## config.mk

```make
export PLATFORM = sky130hd
export DESIGN_NAME = serv_mac_pc_ctrl
export DESIGN_NICKNAME = d
export VERILOG_FILES = /design/src/rtl/serv_mac_pkg.sv /design/src/rtl/serv_serial_adder.sv /design/src/rtl/serv_mac_pc_ctrl.sv
export SDC_FILE = /design/constraint.sdc
export NUM_CORES = 1
export LEC_CHECK = 0
export CORE_MARGIN = 2
export CORE_UTILIZATION = 42
export CTS_CLUSTER_DIAMETER = 100
export CTS_CLUSTER_SIZE = 8
export DETAILED_ROUTE_END_ITERATION = 16
export PLACE_DENSITY = 0.74
export SYNTH_ARGS = -nofsm -noshare
export SYNTH_HDL_FRONTEND = slang
export SYNTH_SLANG_ARGS = --single-unit
export TNS_END_PERCENT = 100
```

## constraint.sdc

```tcl
create_clock -name clk -period 2.7 [get_ports clk]
set_clock_uncertainty 0.05 [all_clocks]
set_input_delay 0.675 -clock clk [delete_from_list [all_inputs] [get_ports clk]]
set_output_delay 0.675 -clock clk [all_outputs]
set_load 0.02 [all_outputs]
```

## src/rtl/serv_mac_pkg.sv

```systemverilog
// Shared definitions for the MAC step unit and the bit-serial PC update stage.
// Holds the reset PC default, increment bit positions and the increment-select encoding.
package serv_mac_pkg;

    localparam logic [31:0] RESET_PC_DEFAULT = 32'h0000_0000;

    localparam int BIT_INC4 = 2;
    localparam int BIT_INC8 = 3;

    typedef enum logic [1:0] {
        INC_4,
        INC_8,
        INC_M4,
        INC_0
    } inc_sel_e;

    // Resolve simultaneous MAC requests: plus0 > minus4 > plus8 > default +4.
    function automatic inc_sel_e inc_select(input logic plus8, input logic minus4,
                                            input logic plus0);
        if (plus0)
            return INC_0;
        else if (minus4)
            return INC_M4;
        else if (plus8)
            return INC_8;
        else
            return INC_4;
    endfunction

endpackage

```

## src/rtl/serv_serial_adder.sv

```systemverilog
// W-bit slice of a bit-serial adder; carry is held between enabled cycles and
// forced to zero on the first slice of an operation.
module serv_serial_adder #(
    parameter int W = 1
) (
    input  logic         clk,
    input  logic         i_rst,
    input  logic         i_en,
    input  logic         i_clr,
    input  logic [W-1:0] i_a,
    input  logic [W-1:0] i_b,
    output logic [W-1:0] o_sum
);

    logic carry_q;
    logic carry_out;

    // NOTE: every variable written here gets a value before any branch, so no latch is inferred.
    always_comb begin
        logic c;
        c = i_clr ? 1'b0 : carry_q;
        o_sum = '0;
        for (int j = 0; j < W; j++) begin
            o_sum[j] = i_a[j] ^ i_b[j] ^ c;
            c        = (i_a[j] & i_b[j]) | (c & (i_a[j] ^ i_b[j]));
        end
        carry_out = c;
    end

    // NOTE: sequential state is assigned with <= so all flops update together at the edge.
    always_ff @(posedge clk or posedge i_rst) begin
        if (i_rst)
            carry_q <= 1'b0;
        else if (i_en)
            carry_q <= carry_out;
    end

endmodule

```

## src/rtl/serv_mac_pc_ctrl.sv

```systemverilog
// Bit-serial next-PC stage: +4/+8/-4/+0, jump target or trap vector, plus the
// rd write-back stream for JAL/JALR/AUIPC/LUI. W is 1 or 4.
module serv_mac_pc_ctrl
    import serv_mac_pkg::*;
#(
    parameter int          W        = 1,
    parameter int          B        = W - 1,
    parameter logic [31:0] RESET_PC = RESET_PC_DEFAULT
) (
    input  logic        clk,
    input  logic        i_rst,
    input  logic        i_pc_en,
    input  logic        i_cnt12to31,
    input  logic        i_pc_plus8,
    input  logic        i_pc_minus4,
    input  logic        i_pc_plus0,
    input  logic        i_jump,
    input  logic        i_jal_or_jalr,
    input  logic        i_utype,
    input  logic        i_pc_rel,
    input  logic        i_trap,
    input  logic [B:0]  i_imm,
    input  logic [B:0]  i_buf,
    input  logic [B:0]  i_csr_pc,
    output logic [B:0]  o_rd,
    output logic        o_bad_pc,
    output logic [31:0] o_ibus_adr
);

    logic [31:0] pc_q;
    logic [4:0]  p_q;
    logic        bad_q;

    logic        first_slice;
    inc_sel_e    inc_sel;
    logic [B:0]  pc_slice;
    logic [B:0]  inc_op;
    logic [B:0]  inc_sum;
    logic [B:0]  j_a;
    logic [B:0]  j_b;
    logic [B:0]  j_sum;
    logic [B:0]  target;
    logic        has_bit1;
    logic        target_bit1;
    logic [B:0]  next_slice;

    assign first_slice = (p_q == 5'd0);
    assign pc_slice    = pc_q[B:0];

    // A JAL/JALR always jumps, so its incrementer is free to produce PC+4 for rd.
    assign inc_sel = i_jal_or_jalr ? INC_4 : inc_select(i_pc_plus8, i_pc_minus4, i_pc_plus0);

    always_comb begin
        logic [4:0] k;
        inc_op      = '0;
        target      = j_sum;
        has_bit1    = 1'b0;
        target_bit1 = 1'b0;
        for (int j = 0; j < W; j++) begin
            k = p_q + 5'(j);
            unique case (inc_sel)
                INC_0:   inc_op[j] = 1'b0;
                INC_M4:  inc_op[j] = (k >= 5'(BIT_INC4));
                INC_8:   inc_op[j] = (k == 5'(BIT_INC8));
                default: inc_op[j] = (k == 5'(BIT_INC4));
            endcase
            if (k == 5'd0)
                target[j] = 1'b0;
            if (k == 5'd1) begin
                has_bit1    = 1'b1;
                target_bit1 = j_sum[j];
            end
        end
    end

    serv_serial_adder #(.W(W)) u_inc (
        .clk   (clk),
        .i_rst (i_rst),
        .i_en  (i_pc_en),
        .i_clr (first_slice),
        .i_a   (pc_slice),
        .i_b   (inc_op),
        .o_sum (inc_sum)
    );

    assign j_a = i_pc_rel ? pc_slice : i_buf;
    assign j_b = i_utype ? (i_imm & {W{i_cnt12to31}}) : i_imm;

    serv_serial_adder #(.W(W)) u_jump (
        .clk   (clk),
        .i_rst (i_rst),
        .i_en  (i_pc_en),
        .i_clr (first_slice),
        .i_a   (j_a),
        .i_b   (j_b),
        .o_sum (j_sum)
    );

    assign next_slice = i_trap ? i_csr_pc : (i_jump ? target : inc_sum);

    assign o_rd = i_utype ? j_sum : (i_jal_or_jalr ? inc_sum : '0);

    always_ff @(posedge clk or posedge i_rst) begin
        if (i_rst) begin
            pc_q  <= RESET_PC;
            p_q   <= 5'd0;
            bad_q <= 1'b0;
        end else if (i_pc_en) begin
            pc_q <= {next_slice, pc_q[31:W]};
            p_q  <= p_q + 5'(W);
            // Capture overrides the clear when bit 1 lives in the first slice (W=4).
            if (first_slice)
                bad_q <= 1'b0;
            if (i_jump && has_bit1)
                bad_q <= target_bit1;
        end
    end

    assign o_bad_pc   = bad_q;
    assign o_ibus_adr = pc_q;

endmodule

```

==> results of run 1 <==
-- how the worst max path moves through the flow --
stage	startpoint	to	slack (ns)	depth (start not counted)
after floorplan	p_q[0]	o_rd	0.02	7
after global placement	i_pc_minus4	o_rd	-0.98	7
after detailed placement	i_pc_minus4	o_rd	-1.10	7
after CTS	p_q[1]	o_rd	-0.38	8
after global routing	p_q[0]	o_rd	-0.42	8
final	p_q[1]	o_rd	-0.32	8
-- state kept, by name (all words and copies together), names as in the netlist --
signal and flops:
o_ibus_adr 32, u_inc.carry_q 1, o_bad_pc 1, p_q 5
u_jump.carry_q 1
-- synth_stat cells, types with 2 or more instances --
cell type	number	area share, %
ha_1	4	2.8
a21oi_1	2	0.57
mux2_2	32	20
nor2_1	4	0.85
dfrtp_1	40	57
nand2_1	5	1.1
buf_2	2	0.57
nand4_1	2	0.71
fa_1	2	2.3
inv_1	9	1.9
o21ai_0	7	2.0
xnor2_1	3	1.5
a311oi_1	2	0.99
nand2b_1	2	0.71
clkbuf_1	2	0.43
-- cells in the final DEF, fill, tap and decap left out, types with 2 or more instances in the layout --
cell type        Yosys  final
o21ai_0              7      6
clkdlybuf4s50_1      0     43
ha_1                 4      3
inv_2                0      2
nand2_1              5      4
nand4_1              2      2
mux2_2              32     31
inv_1                9      7
nand2b_1             2      2
a311oi_1             2      2
clkbuf_8             0      7
nor2_1               4      4
xnor2_1              3      3
fa_1                 2      2
buf_4                1     16
dlygate4sd2_1        0      3
dfrtp_1             40     40
a21oi_1              2      2
-- metal layers --
metal  routed length, um  part of all wire (%)
met5                   0                     0
met4                  42                   1.2
met3                 309                   8.8
met2                1700                    48
met1                1480                    42
-- worst register-to-register path, cell delays in order, from the launching register on --
cell	delay, ns
dfrtp_1	0.39
inv_2	0.08
ha_4	0.13
or4b_4	0.47
and2_4	0.16
fa_1	0.47
buf_4	0.16
a311oi_1	0.21
o22ai_1	0.13
-- layout make-up --
class / instances / share of cell area [%]
clock buffers: 7 / 3.79
clock inverters: 1 / 1.18
inverters: 9 / 1.33
multi-input cells: 76 / 28.5
flip-flops and latches: 40 / 39.4
well taps: 50 / 2.46
repair buffers: 64 / 23.3
-- through the flow --
stage	instances	setup TNS, ns	worst slack, ns
2_1_floorplan	132	0	0.0206
3_3_place_gp	239	-1.17	-0.980
3_5_place_dp	239	-1.38	-1.10
4_1_cts	247	-0.382	-0.382
5_1_grt	247	-0.423	-0.423
6_report	247	-0.319	-0.319
-- kinds of logic after synthesis --
logic type,count (synthesis)
xor gates and xnor gates,4
AOI/OAI and AO/OA,15
adders and majority gates,6
muxes,32
DFF,40
buffers and inverters,16
and+or+nand+nor,19
-- where the power goes --
| part | internal, mW | total, mW | leakage [nW] | switching [mW] |
|---|---|---|---|---|
| clock network | 0.326 | 0.521 | 0.0645 | 0.195 |
| registers | 0.851 | 1.04 | 0.500 | 0.188 |
| logic | 0.729 | 1.34 | 0.566 | 0.606 |
-- timing repair --
item / in CTS / in global routing
setup endpoints to repair: 1 / 1
pin swaps: 8 / 4
gates resized for setup: 13 / 3
==> metrics.cfg, run 1 <==
[outcome]
status=finished, violations left
violations=negative setup slack

[power]
irDropWorstVdd_uv=744
total_power_mw=2.89
p_leak_nw=1.13
power_density_nw_per_um2=1140

[route]
via_per_inst=5.03
drt_iter0_markers=26
drc=0
wirelength_um=3530
vias=1243
drt_first_pass_iters=6
wl_per_cell_um=14.3
antenna_left=0

[yosys]
ys_warn_count=0
async_flop_share_pct=100
synthXorXnorAreaFrac_pct=1.99
synth.distinct_cells=29
ys_seq_elements=40
netlist_instances=132
synthAdderAreaFrac_pct=5.11
synthFlopType=dfrtp_1
synth_area_um2=1760
synth_compound_gate_area_share_pct=5.33
synth.area.mux_share_pct=20.5
synth-edff-count=0
synth-simple-area-share_pct=6.11
synth_top_family_by_area=multiplexers
synth_fp_nets=153
avgSynthCellArea_um2=13.3
synth-seq-area-share_pct=56.8

[grt]
grt_max_degree=25
gr-total-overflow=0
use_met2_pct=28.1
grt_pass1_vias=1271
grt_util_met1_pct=18.2
antenna_found_initial=0
grt.total_usage_pct=16.1
grt_pass1_wl_um=5530
busiest_layer=met2
grt_use_met3_pct=5.84

[worst_setup_path]
rr_endpoint=o_ibus_adr[31]
ff2ff_setup_slack_ns=0.33
slowest_stage=fa_1
cp_data_arrival_time_ns=2.29
startpoint_type=flop
ff2ff_path_depth=8
worst-path-max-fanout=3
crit-reg2reg-launch=p_q[1]
cp_num_buf_inv=2
worstSetupPathType=flop to output pin
crit_path_end_kind=output pin
path_cells=inv_2, ha_4, or4b_4, and2_4, fa_1, nand2_2, o21ai_4, buf_6
slowest_delay_ns=0.52
cp_top_family=simple AND/OR/NAND/NOR gates
cp.required_ns=1.98

[timing]
fin_ws_ns=-0.319
relSlewSlack_pct=70.9
period_minus_slack_ns=3.02
setup_viol=1
hold_ws_ns=0.465
rsz0062_at_grt=true
min_period_over_period_pct=112
fmax_mhz=331
drv_slew=0
worst_pin_slew_ns=0.436
hold_viol=0

[clocking]
cts_root_buf=clkbuf_8
htree_levels=2
postCtsSetupRepairBufs=0
cts_num_sinks=40
ctsHoldBuffers=0
clk_latency_ns=0.28
cts_tree=done
numCtsBuffers=5
clkSlewWorstSetupHoldPaths_ns=0.07
cts_max_path_buffers=2

[floorplanning]
core_um2=4030
die_area_um2=4730
start_util_pct=43.7
die_w_um=68.8
die_h_um=68.8
rows=23
ios=49

[finish]
antennaDiodeCount=0
fillers=317
final_area_um2=2540
layout-drive-gt1-share_pct=33.5
multi_input_area_um2=726
nNetsFinal=217
seqCellArea_um2=1000
utilization_pct=63.1
synthToLayoutAreaGrowth_pct=44.3

[hold_path]
holdPathEnd=o_ibus_adr[0]
worstHoldStart=o_ibus_adr[1]
hold_depth=2
hold_class=flop to flop

[placement]
gp_congestion=0.733
placed_area_um2=2390
dp_hpwl_um=2570
port_buffers=48

[run]
cap_violations=0

Power figures use the tool's default switching activity.
==> run 2, diff against run 1 <==
CORE_UTILIZATION = 55   (was 42)
DONT_BUFFER_PORTS = 1   (was default)
PLACE_DENSITY = 0.73   (was 0.74)
==> metrics.cfg, run 2 (synthesized netlist as in run 1, its figures left out) <==
[grt]
grt_max_degree=45  ; +80%
antenna_found_initial=0  ; unchanged
grt_pass1_wl_um=4630  ; -16%
gr-total-overflow=0  ; unchanged
grt_pass1_vias=1071  ; -16%
grt.total_usage_pct=17.8  ; +1.7 points

[timing]
worst_pin_slew_ns=0.546  ; +0.110 ns
relSlewSlack_pct=63.6  ; -7.4 points
fin_ws_ns=-0.321  ; -0.00207 ns
fmax_mhz=331  ; about the same
hold_viol=0  ; unchanged
rsz0062_at_grt=true
drv_slew=0  ; unchanged
setup_viol=1  ; unchanged
period_minus_slack_ns=3.02  ; +0.00207 ns
min_period_over_period_pct=112  ; about the same

[finish]
antennaDiodeCount=0  ; unchanged
largest_reg_flops=32  ; unchanged
fin_cells=185  ; -25%
mostFrequentLayoutCell=dfrtp_1
nNetsFinal=161  ; -26%
fillers=262  ; -17%
final_cell_mix=40 x dfrtp_1, 32 x mux2_2, 8 x buf_4
synthToLayoutAreaGrowth_pct=12.4
layout-drive-gt1-share_pct=41.8  ; +8.3 points
seqCellArea_um2=1000  ; unchanged
multi_input_area_um2=736  ; +1.4%

[floorplanning]
core_um2=3050  ; -24%
die_area_um2=3670  ; -22%
rows=20  ; -13%
die_h_um=60.6  ; -12%
ios=49  ; unchanged
die_w_um=60.6  ; -12%
start_util_pct=57.7  ; +14 points

[clocking]
htree_levels=2  ; unchanged
clk_latency_ns=0.35  ; +0.07 ns
cts_num_sinks=40  ; unchanged
numCtsBuffers=5  ; unchanged
cts_root_buf=clkbuf_4
clkSlewWorstSetupHoldPaths_ns=0.12  ; +0.05 ns
cts_tree=done
cts_max_path_buffers=2  ; unchanged

[outcome]
status=finished, violations left
violations=negative setup slack

[placement]
port_buffers=0  ; -100%
dp_hpwl_um=2120  ; -18%
dp_cells=174  ; -27%
gp_congestion=0.808  ; +10%
place_ws_ns=-0.0333  ; +1.06 ns

[worst_setup_path]
startpoint_type=flop
slowest_delay_ns=0.51  ; about the same
slowest_stage=fa_1
crit_path_end_kind=output pin
worst-path-max-fanout=4  ; +1
ff2ff_path_depth=8  ; unchanged
worstSetupPathType=flop to output pin
ff2ff_setup_slack_ns=0.27  ; -0.06 ns
path_cells=inv_2, ha_4, or4b_4, and2_4, fa_1, nand2_2, o21ai_4
cp.required_ns=1.98  ; about the same
crit-reg2reg-launch=p_q[1]
cp_data_arrival_time_ns=2.30  ; about the same
rr_endpoint=o_ibus_adr[31]

[route]
vias=1027  ; -17%
drt_first_pass_iters=4  ; -2
antenna_left=0  ; unchanged
wl_per_cell_um=16.2  ; +14%
via_per_inst=5.55  ; +10%
wirelength_um=3000  ; -15%
drc=0  ; unchanged
drt_iter0_markers=28  ; +7.7%

[hold_path]
hold_class=primary input to asynchronous set/reset pin

[power]
irDropWorstVdd_uv=814  ; +9.4%
power_density_nw_per_um2=1170  ; +2.9%
total_power_mw=2.32  ; -20%
p_leak_nw=0.887  ; -21%

[run]
cap_violations=0  ; unchanged

## run 2: changes by cell type in the layout (fill, tap and decap cells not counted), sizes merged
cell and delta:
clkdlybuf4s50 -43, buf -10, dlygate4sd2 -3
## run 2: per-stage QoR
stage	hold WS [ns]	cell area, um^2	setup TNS (ns)	utilization (%)
after detailed placement	0.449	1830	-0.0333	59.8
after floorplan	0.431	1770	0	-
after global placement	0.448	1830	0	59.8
after CTS	0.189	1960	-0.363	64.2
final	0.192	1980	-0.321	64.9
after global routing	0.208	1980	-0.400	64.9
## run 2: final cells by class
cell class / instances / area share (%)
multi-input cells: 76 / 37.1
clock buffers: 7 / 3.28
flip-flops and latches: 40 / 50.5
well taps: 44 / 2.78
repair buffers: 8 / 3.03
clock inverters: 1 / 1.52
inverters: 9 / 1.71
## run 2: worst max path at each step
stage,startpoint,to,slack (ns),cells past startpoint
after floorplan,p_q[0],o_rd,0.02,7
after global placement,p_q[0],o_rd,0.03,7
after detailed placement,p_q[0],o_rd,-0.03,7
after CTS,p_q[0],o_rd,-0.36,7
after global routing,p_q[0],o_rd,-0.40,7
final,p_q[1],o_rd,-0.32,7
## run 2: what timing repair did
action,4_1_cts,5_1_grt
setup endpoints to repair,1,1
setup buffers,3,0
pin swaps,5,5
hold buffers,0,0
resized for setup,4,5
## run 2: power breakdown
group / internal, mW / leakage, nW / switching (mW)
logic: 0.328 / 0.336 / 0.199
registers: 0.844 / 0.500 / 0.509
clock network: 0.246 / 0.0515 / 0.194
total: 1.42 / 0.887 / 0.902
## run 2: critical path, delay by kind of cell, from the launching register on
| kind | cells | cell delay (ns) |
|---|---|---|
| fa+ha+maj | 2 | 0.64 |
| simple gates | 3 | 0.69 |
| flops | 1 | 0.44 |
| compound gates | 1 | 0.09 |
| buf+inv | 1 | 0.10 |
## run 2: layer usage
layer	vias to the layer above	global-route usage, %	share of wire, %
li1	471	-	-
met1	516	18.1	38
met2	34	31.0	53
met3	6	8.32	6.9
met4	0	8.07	1.5
met5	-	0	0
==> run 3, diff against run 2 <==
ABC_CLOCK_PERIOD_IN_PS = 2700   (was default)
GPL_ROUTABILITY_DRIVEN = 0   (was default)
==> results of run 3 <==
Final layout, timing and power as in run 2 (identical DEF).
